File: src/rtl/uart_cmd_bridge_if.sv
// uart_cmd_bridge_if
// Bundles the three streams the command bridge talks to:
//   - RX byte stream  (rx_valid_i, rx_data_i in; rx_ready_o out)
//   - TX byte stream  (tx_valid_o, tx_data_o out; tx_ready_i in)
//   - req/gnt host port toward the TL-UL host adapter
//     (req_o, addr_o, we_o, wdata_o, be_o out; gnt_i, valid_i, rdata_i, err_i in)
// Signal suffixes are seen from the bridge: the bridge uses the master modport,
// the surrounding environment (UART + host adapter) uses the slave modport.
interface uart_cmd_bridge_if;
    logic        rx_valid_i;
    logic [7:0]  rx_data_i;
    logic        rx_ready_o;

    logic        tx_valid_o;
    logic [7:0]  tx_data_o;
    logic        tx_ready_i;

    logic        req_o;
    logic        gnt_i;
    logic [31:0] addr_o;
    logic        we_o;
    logic [31:0] wdata_o;
    logic [3:0]  be_o;
    logic        valid_i;
    logic [31:0] rdata_i;
    logic        err_i;

    modport master (
        input  rx_valid_i, rx_data_i, tx_ready_i, gnt_i, valid_i, rdata_i, err_i,
        output rx_ready_o, tx_valid_o, tx_data_o, req_o, addr_o, we_o, wdata_o, be_o
    );

    modport slave (
        output rx_valid_i, rx_data_i, tx_ready_i, gnt_i, valid_i, rdata_i, err_i,
        input  rx_ready_o, tx_valid_o, tx_data_o, req_o, addr_o, we_o, wdata_o, be_o
    );
endinterface

File: src/rtl/uart_cmd_bridge.sv
// uart_cmd_bridge
// Byte-level command engine: parses framed read/write commands from the UART
// RX stream, performs one 32-bit access on the req/gnt host port and returns a
// status byte (plus four read-data bytes for reads) on the UART TX stream.
// Frame: CMD, ADDR[7:0..31:24], then DATA0..DATA3 for writes (little-endian).
// Responses: 00 ok / 01 error, reads append 4 data bytes (zeros on error),
// an unknown command byte is answered with FE.
// Ports:
//   clk_i   clock
//   rst_ni  asynchronous active-low reset
//   io      uart_cmd_bridge_if.master (RX stream, TX stream, host port)
module uart_cmd_bridge #(
    parameter int unsigned TimeoutCycles = 100000,
    parameter logic [7:0]  CmdWrite      = 8'h57,
    parameter logic [7:0]  CmdRead       = 8'h52
) (
    input  logic              clk_i,
    input  logic              rst_ni,
    uart_cmd_bridge_if.master io
);
    localparam logic [31:0] TmoLast = 32'(TimeoutCycles - 1);

    typedef enum logic [2:0] {
        IDLE, ADDR, DATA, REQ, WAIT, STAT, RDAT, NAK
    } state_e;

    state_e      state_q, state_d;
    logic [1:0]  cnt_q;
    logic [31:0] tmo_q;
    logic        we_q, err_q, rx_ready_q;
    logic [31:0] addr_q, wdata_q, rdata_q;

    logic        rx_fire;
    logic        cnt_clr, cnt_inc;
    logic        we_load, addr_load, wdata_load, rsp_load;
    logic        req;
    logic        tx_valid;
    logic [7:0]  tx_data;

    assign rx_fire = io.rx_valid_i & rx_ready_q;

    always_ff @(posedge clk_i or negedge rst_ni) begin
        if (!rst_ni) begin
            state_q <= IDLE;
        end else begin
            state_q <= state_d;
        end
    end

    always_comb begin
        state_d    = state_q;
        cnt_clr    = 1'b0;
        cnt_inc    = 1'b0;
        we_load    = 1'b0;
        addr_load  = 1'b0;
        wdata_load = 1'b0;
        rsp_load   = 1'b0;
        req        = 1'b0;
        tx_valid   = 1'b0;
        tx_data    = 8'h00;
        unique case (state_q)
            IDLE: begin
                if (rx_fire) begin
                    cnt_clr = 1'b1;
                    if (io.rx_data_i == CmdWrite || io.rx_data_i == CmdRead) begin
                        we_load = 1'b1;
                        state_d = ADDR;
                    end else begin
                        state_d = NAK;
                    end
                end
            end
            ADDR: begin
                if (rx_fire) begin
                    addr_load = 1'b1;
                    if (cnt_q == 2'd3) begin
                        cnt_clr = 1'b1;
                        state_d = we_q ? DATA : REQ;
                    end else begin
                        cnt_inc = 1'b1;
                    end
                end else if (tmo_q == TmoLast) begin
                    state_d = IDLE;
                end
            end
            DATA: begin
                if (rx_fire) begin
                    wdata_load = 1'b1;
                    if (cnt_q == 2'd3) begin
                        cnt_clr = 1'b1;
                        state_d = REQ;
                    end else begin
                        cnt_inc = 1'b1;
                    end
                end else if (tmo_q == TmoLast) begin
                    state_d = IDLE;
                end
            end
            REQ: begin
                req = 1'b1;
                if (io.gnt_i) begin
                    // A response arriving together with the grant is taken here,
                    // WAIT would otherwise never see it.
                    if (io.valid_i) begin
                        rsp_load = 1'b1;
                        state_d  = STAT;
                    end else begin
                        state_d  = WAIT;
                    end
                end
            end
            WAIT: begin
                if (io.valid_i) begin
                    rsp_load = 1'b1;
                    state_d  = STAT;
                end
            end
            STAT: begin
                tx_valid = 1'b1;
                tx_data  = {7'd0, err_q};
                if (io.tx_ready_i) begin
                    cnt_clr = 1'b1;
                    state_d = we_q ? IDLE : RDAT;
                end
            end
            RDAT: begin
                tx_valid = 1'b1;
                // Errored reads still return four bytes so the host frame length is fixed.
                tx_data  = err_q ? 8'h00 : rdata_q[{cnt_q, 3'b000} +: 8];
                if (io.tx_ready_i) begin
                    if (cnt_q == 2'd3) begin
                        cnt_clr = 1'b1;
                        state_d = IDLE;
                    end else begin
                        cnt_inc = 1'b1;
                    end
                end
            end
            NAK: begin
                tx_valid = 1'b1;
                tx_data  = 8'hFE;
                if (io.tx_ready_i) begin
                    state_d = IDLE;
                end
            end
            default: state_d = IDLE;
        endcase
    end

    always_ff @(posedge clk_i or negedge rst_ni) begin
        if (!rst_ni) begin
            cnt_q      <= 2'd0;
            tmo_q      <= 32'd0;
            we_q       <= 1'b0;
            err_q      <= 1'b0;
            rx_ready_q <= 1'b0;
            addr_q     <= 32'd0;
            wdata_q    <= 32'd0;
            rdata_q    <= 32'd0;
        end else begin
            // Registered so it is low during and right after reset, then
            // follows the states that accept RX bytes.
            rx_ready_q <= (state_d == IDLE) || (state_d == ADDR) || (state_d == DATA);

            if (cnt_clr) begin
                cnt_q <= 2'd0;
            end else if (cnt_inc) begin
                cnt_q <= cnt_q + 2'd1;
            end

            // Inter-byte idle timer: runs only mid-frame, any accepted byte restarts it.
            if ((state_q == ADDR || state_q == DATA) && !rx_fire && state_d != IDLE) begin
                tmo_q <= tmo_q + 32'd1;
            end else begin
                tmo_q <= 32'd0;
            end

            if (we_load) begin
                we_q <= (io.rx_data_i == CmdWrite);
            end
            // Address is word aligned: the two low bits are dropped as they arrive.
            if (addr_load) begin
                addr_q[{cnt_q, 3'b000} +: 8] <= io.rx_data_i & ((cnt_q == 2'd0) ? 8'hFC : 8'hFF);
            end
            if (wdata_load) begin
                wdata_q[{cnt_q, 3'b000} +: 8] <= io.rx_data_i;
            end
            if (rsp_load) begin
                rdata_q <= io.rdata_i;
                err_q   <= io.err_i;
            end
        end
    end

    assign io.rx_ready_o = rx_ready_q;
    assign io.tx_valid_o = tx_valid;
    assign io.tx_data_o  = tx_data;
    assign io.req_o      = req;
    assign io.addr_o     = addr_q;
    assign io.we_o       = we_q;
    assign io.wdata_o    = wdata_q;
    assign io.be_o       = 4'hF;
endmodule
File: src/flat_wrapper.sv
// flat-port wrapper written by rule: the top's interface ports become plain ports
module uart_cmd_bridge_flat 
#(
    parameter int unsigned TimeoutCycles = 100000,
    parameter logic [7:0]  CmdWrite      = 8'h57,
    parameter logic [7:0]  CmdRead       = 8'h52
)
  (clk_i, rst_ni, io_rx_valid_i, io_rx_data_i, io_tx_ready_i, io_gnt_i, io_valid_i, io_rdata_i, io_err_i, io_rx_ready_o, io_tx_valid_o, io_tx_data_o, io_req_o, io_addr_o, io_we_o, io_wdata_o, io_be_o);
  uart_cmd_bridge_if io_i ();
  input  logic clk_i;
  input  logic rst_ni;
  input wire logic [$bits(io_i.rx_valid_i)-1:0] io_rx_valid_i;
  input wire logic [$bits(io_i.rx_data_i)-1:0] io_rx_data_i;
  input wire logic [$bits(io_i.tx_ready_i)-1:0] io_tx_ready_i;
  input wire logic [$bits(io_i.gnt_i)-1:0] io_gnt_i;
  input wire logic [$bits(io_i.valid_i)-1:0] io_valid_i;
  input wire logic [$bits(io_i.rdata_i)-1:0] io_rdata_i;
  input wire logic [$bits(io_i.err_i)-1:0] io_err_i;
  output wire logic [$bits(io_i.rx_ready_o)-1:0] io_rx_ready_o;
  output wire logic [$bits(io_i.tx_valid_o)-1:0] io_tx_valid_o;
  output wire logic [$bits(io_i.tx_data_o)-1:0] io_tx_data_o;
  output wire logic [$bits(io_i.req_o)-1:0] io_req_o;
  output wire logic [$bits(io_i.addr_o)-1:0] io_addr_o;
  output wire logic [$bits(io_i.we_o)-1:0] io_we_o;
  output wire logic [$bits(io_i.wdata_o)-1:0] io_wdata_o;
  output wire logic [$bits(io_i.be_o)-1:0] io_be_o;
  assign io_i.rx_valid_i = io_rx_valid_i;
  assign io_i.rx_data_i = io_rx_data_i;
  assign io_i.tx_ready_i = io_tx_ready_i;
  assign io_i.gnt_i = io_gnt_i;
  assign io_i.valid_i = io_valid_i;
  assign io_i.rdata_i = io_rdata_i;
  assign io_i.err_i = io_err_i;
  assign io_rx_ready_o = io_i.rx_ready_o;
  assign io_tx_valid_o = io_i.tx_valid_o;
  assign io_tx_data_o = io_i.tx_data_o;
  assign io_req_o = io_i.req_o;
  assign io_addr_o = io_i.addr_o;
  assign io_we_o = io_i.we_o;
  assign io_wdata_o = io_i.wdata_o;
  assign io_be_o = io_i.be_o;
  uart_cmd_bridge #(.TimeoutCycles(TimeoutCycles), .CmdWrite(CmdWrite), .CmdRead(CmdRead)) u_core (.clk_i(clk_i), .rst_ni(rst_ni), .io(io_i));
endmodule
File: config.mk
export PLATFORM = sky130hd
export DESIGN_NAME = uart_cmd_bridge_flat
export DESIGN_NICKNAME = d
export VERILOG_FILES = /design/src/rtl/uart_cmd_bridge_if.sv /design/src/rtl/uart_cmd_bridge.sv /design/src/flat_wrapper.sv
export SDC_FILE = /design/constraint.sdc
export NUM_CORES = 1
export LEC_CHECK = 0
export CAP_MARGIN = 20
export CELL_PAD_IN_SITES_DETAIL_PLACEMENT = 1
export CELL_PAD_IN_SITES_GLOBAL_PLACEMENT = 2
export CORE_MARGIN = 2
export CORE_UTILIZATION = 35
export DETAILED_ROUTE_END_ITERATION = 8
export GPL_ROUTABILITY_DRIVEN = 0
export PLACE_DENSITY = 0.86
export SKIP_LAST_GASP = 1
export SLEW_MARGIN = 20
export SYNTH_ARGS = -nofsm -noshare
export SYNTH_HDL_FRONTEND = slang
export SYNTH_SLANG_ARGS = --single-unit
File: constraint.sdc
create_clock -name clk_i -period 5.75 [get_ports clk_i]
set_input_delay 0.575 -clock clk_i [delete_from_list [all_inputs] [get_ports clk_i]]
set_output_delay 0.575 -clock clk_i [all_outputs]
set_load 0.02 [all_outputs]
== Yosys cells after proc, flatten, opt, wreduce, memory -nomap -nowiden ==
Index checks and enable logic that the tools add are counted.
Widths: inputs -> output; s select.
Cells by class
  add/subtract/negate cells: 3
  eq/ne operators: 13
  shift-type cells: 4
  mux-type cells: 45
  bitwise logic cells: 2
  reduce and logical (&&, ||, !) cells: 14
Operator list (count)
  $bwmux 32: 2
  $shiftx 8x7->32: 2
  $mux 3: 14
  $add 32x1->32 const B: 1
  $eq 32x17->1 const B: 1
  $mux 32: 1
  $shift 8x7->32 const A: 1
  $shiftx 32x6->8: 1
  $pmux 3 s8: 1
  $pmux 8 s3: 1
  $mux 1: 19
  $eq 8x7->1 const B: 2
  $eq 3x3->1 const B: 4
  $eq 3x2->1 const B: 3
  $and 8x8->8: 1
  $mux 8: 1
  $neg 5->7: 1
  $eq 3x1->1 const B: 2
  $logic_not 3->1: 2
  $mux 2: 3
  $logic_or 1x1->1: 4
  $pmux 1 s2: 2
  $pmux 1 s4: 1
  $reduce_bool 3->1: 1
  other kinds (9): 10
Word-level totals
  register bits after elaboration: 136

== Logic depth before layout (Yosys ltp) ==
  depth in word-level cells: 8
  depth in mapped cells: 7
  mapped depth without buffers: 6

== Worst setup path before layout ==
OpenSTA, ideal clock, no wires.
  kind: register -> output
  from: register u_core.cnt_q[0]
  to: output port io_tx_data_o[0]
  data arrival time: 1485 ps
  required time: 5175 ps
  setup slack: 3690 ps
  stages on the path, launching flop included: 5
  path buffers: 1
  cell sequence: dfrtp_1 buf_2 mux4_2 a22oi_1 nor2_1
On the way
  cells in the longest elaborated chain, start to end: 3
Ends and longest elaborated chain
  from (decl): line uart_cmd_bridge.sv:28  | logic [1:0] cnt_q;
  from (signal assigned): line uart_cmd_bridge.sv:168  | cnt_q <= cnt_q + 2'd1;
  $shiftx 32x6->8: line uart_cmd_bridge.sv:129  | tx_data = err_q ? 8'h00 : rdata_q[{cnt_q, 3'b000} +: 8];
  $mux 8: line uart_cmd_bridge.sv:129
  $pmux 8 s3: line uart_cmd_bridge.sv:61  | unique case (state_q)
  to (decl): line flat_wrapper.sv:21  | output wire logic [$bits(io_i.tx_data_o)-1:0] io_tx_data_o;
Every way passes these cells.

== Final worst setup path ==
Same ends and word-level chain as after synthesis.

==> impl_metrics.toml <==
[drt]
vias = 4931
routed_via_density = 5.23
drtIter0Drc = 314
route.detailed.drc = 0
ant_nets = 0
post_drt_wl_per_cell_um = 18.1
routed_wl_mm = 17.0
firstDrtPassIters = 5

[timing]
fmax_mhz = 310
skew_ns = 0.0103
slew_violations = 0
final-hold-violation-count = 0
max_slew.worst_pin.slew_ns = 1.05
setup_tns_ns = 0
fin_crit_sh = 0.561
finalSetupViolCount = 0
relSlewSlack = 0.294
rsz0062_at_grt = "false"
fin_crit_ns = 3.23

[synthesis]
synth-main-ff-cell = "dfrtp_1"
synthArstFlopShare = 1.00
yosysTopAreaCellShare = 0.549
synthCells = 588
synth.area.top_cells = "dfrtp_1, nand2_1, mux2_2"
synth_warnings = 0
syn-mean-instance-area_um2 = 10.6
synth_seq_area_share = 0.549
synth-edff-count = 0
yosys.area.top_type = "dfrtp_1"
synth_seq_cells = 136
ys_types = 50
synthesis.area_mm2 = 0.00620

[die]
rows = 48
initial_core_util = 0.359
die_area_mm2 = 0.0188
die_h_um = 137
pin_count = 127
core_area_mm2 = 0.0173
die_x_um = 137

[finish]
antenna_cells = 0
final_common_cell = "dfrtp_1"
layout_common_cells = "dfrtp_1, clkdlybuf4s50_1, nand2_1, o21ai_0, nor2_1"
fin_nets = 758
layout-drive-gt1-share = 0.117
syn_to_final_growth_pct = 32.0
instances_no_fill = 942

[clock_network]
clk_latency_ns = 0.42
path_clk_slew_ns = 0.06
numCtsBuffers = 17
clock_sink_count = 136
ctsHoldBuffers = 0
ctsResizeCount = 0
cts_max_level = 4
clk_path_buf_depth = 2
cts_root_buffer = "clkbuf_16"
post_cts_buffers = 0
cts_tree = "done"

[setup_path]
required_ns = 5.18
rr_worst_depth = 5
worstPathMaxFanout = 15
arrival_ns = 2.65
crit_type = "flip-flop to primary output"
critPathLaunchType = "flip-flop"
end_kind = "primary output"

[global_routing]
antenna_found_initial = 0
grt_overflow_total = 0
grt_pass1_wl_mm = 27.1
grt_max_degree = 70
grt_pass1_vias = 5209
track_usage = 0.187

[place]
dp.cells = 911
io_buffers = 122
dp_hpwl_mm = 12.0

[pwr]
max-vdd-ir-drop_mv = 0.234
leakagePower_nw = 3.27
finalPower_mw = 3.63
power.density_mw_per_mm2 = 443
swShare = 0.335
power_frac_clock = 0.302
p_int_mw = 2.41
power.switching_mw = 1.21
power_frac_seq = 0.381
comb_power_share = 0.318

[outcome]
outcome = "complete, no violations"

[min_path]
hp-class = "input pin to async pin"

[flow_run]
maxCapViolations = 0
metrics by stage:
step	instance area, um2	utilization	hold WS [ns]	setup slack (ns)
after floorplan	6210	-	0.279	3.69
after global placement	7600	0.439	0.466	2.94
after detailed placement	7600	0.440	0.473	2.74
after CTS	8190	0.473	0.180	2.45
after global routing	8190	0.473	0.183	2.32
final	8190	0.473	0.146	2.52
worst max-delay path: stages, from the launching register on:
cell and delay, ns:
dfrtp_1 0.85, mux4_2 0.60, a22oi_1 0.15, nor2_1 0.08, clkdlybuf4s50_1 0.54
area by class of cell:
cell class | count | area [um2]
tap | 225 | 282
timing repair buffer | 124 | 1240
clock buffer | 19 | 433
inverter | 11 | 41.3
clock inverter | 12 | 153
fill | 1911 | 9110
multi-input combinational | 415 | 2640
sequential | 136 | 3400
path summary, 6_finish.rpt:
kind / from / end / slack [ns]
hold / removal: rst_ni / u_core.io.wdata_o[27] / 0.15
setup / recovery: u_core.cnt_q[0] / io_tx_data_o[0] / 2.52
max in group asynchronous: rst_ni / u_core.tmo_q[5] / 4.28
setup reg to reg: u_core.cnt_q[0] / u_core.io.wdata_o[13] / 2.83
min in group clk_i: u_core.io.wdata_o[14] / u_core.io.wdata_o[14] / 0.48
hold reg to reg: u_core.io.wdata_o[14] / u_core.io.wdata_o[14] / 0.48
cell usage after synthesis, types with 2 or more instances:
cell type / n
a211o_1: 2
a21oi_1: 11
a221oi_1: 2
a311oi_1: 2
and2_1: 2
and3_1: 2
and4_1: 8
buf_2: 8
buf_4: 4
clkbuf_1: 16
dfrtp_1: 136
ha_1: 6
inv_1: 11
mux2_2: 33
mux2i_1: 2
mux4_2: 8
nand2_1: 114
nand2b_1: 3
nand3_1: 13
nand3b_1: 2
nand4_1: 7
nor2_1: 34
nor2b_1: 3
nor3_1: 16
nor3b_1: 6
nor4_1: 11
nor4_2: 5
o21ai_0: 69
or3_1: 3
xnor2_1: 21
xor2_1: 9
cell families after synthesis:
kind of cell | count (synthesis) | synth area share
AO/OA/AOI/OAI | 95 | 0.0855
XOR/XNOR | 30 | 0.0424
adder cells (fa/ha/maj) | 6 | 0.0121
buffers and inverters | 40 | 0.0282
flip-flops | 136 | 0.549
multiplexers | 43 | 0.0922
other | 1 | 0.000605
AND/OR/NAND/NOR | 237 | 0.190
power groups by stage:
| stage | clock [mW] | sequential, mW | combinational, mW |
|---|---|---|---|
| after detailed placement | 0 | 1.40 | 1.16 |
| final | 1.09 | 1.38 | 1.15 |
| after global placement | 0 | 1.38 | 1.12 |
| after floorplan | 0 | 1.39 | 0.691 |
| after CTS | 1.12 | 1.38 | 1.17 |
| after global routing | 1.16 | 1.42 | 1.25 |
routing by layer:
metal | part of all wire | track usage | wire length (um) | vias to the layer above
li1 | - | - | - | 2286
met1 | 0.45 | 0.245 | 7650 | 2512
met2 | 0.49 | 0.310 | 8390 | 113
met3 | 0.046 | 0.0467 | 784 | 20
met4 | 0.013 | 0.0498 | 221 | 0
met5 | 0 | 0 | 0 | -
registers in the layout, summed over array words and instances (netlist names):
name,flops
u_core.err_q,1
u_core.cnt_q,2
u_core.tmo_q,32
u_core.state_q,3
u_core.io.we_o,1
u_core.rdata_q,32
u_core.io.wdata_o,32
u_core.io.addr_o,32
u_core.io.rx_ready_o,1
No activity file was read; power rests on OpenSTA's default activity.
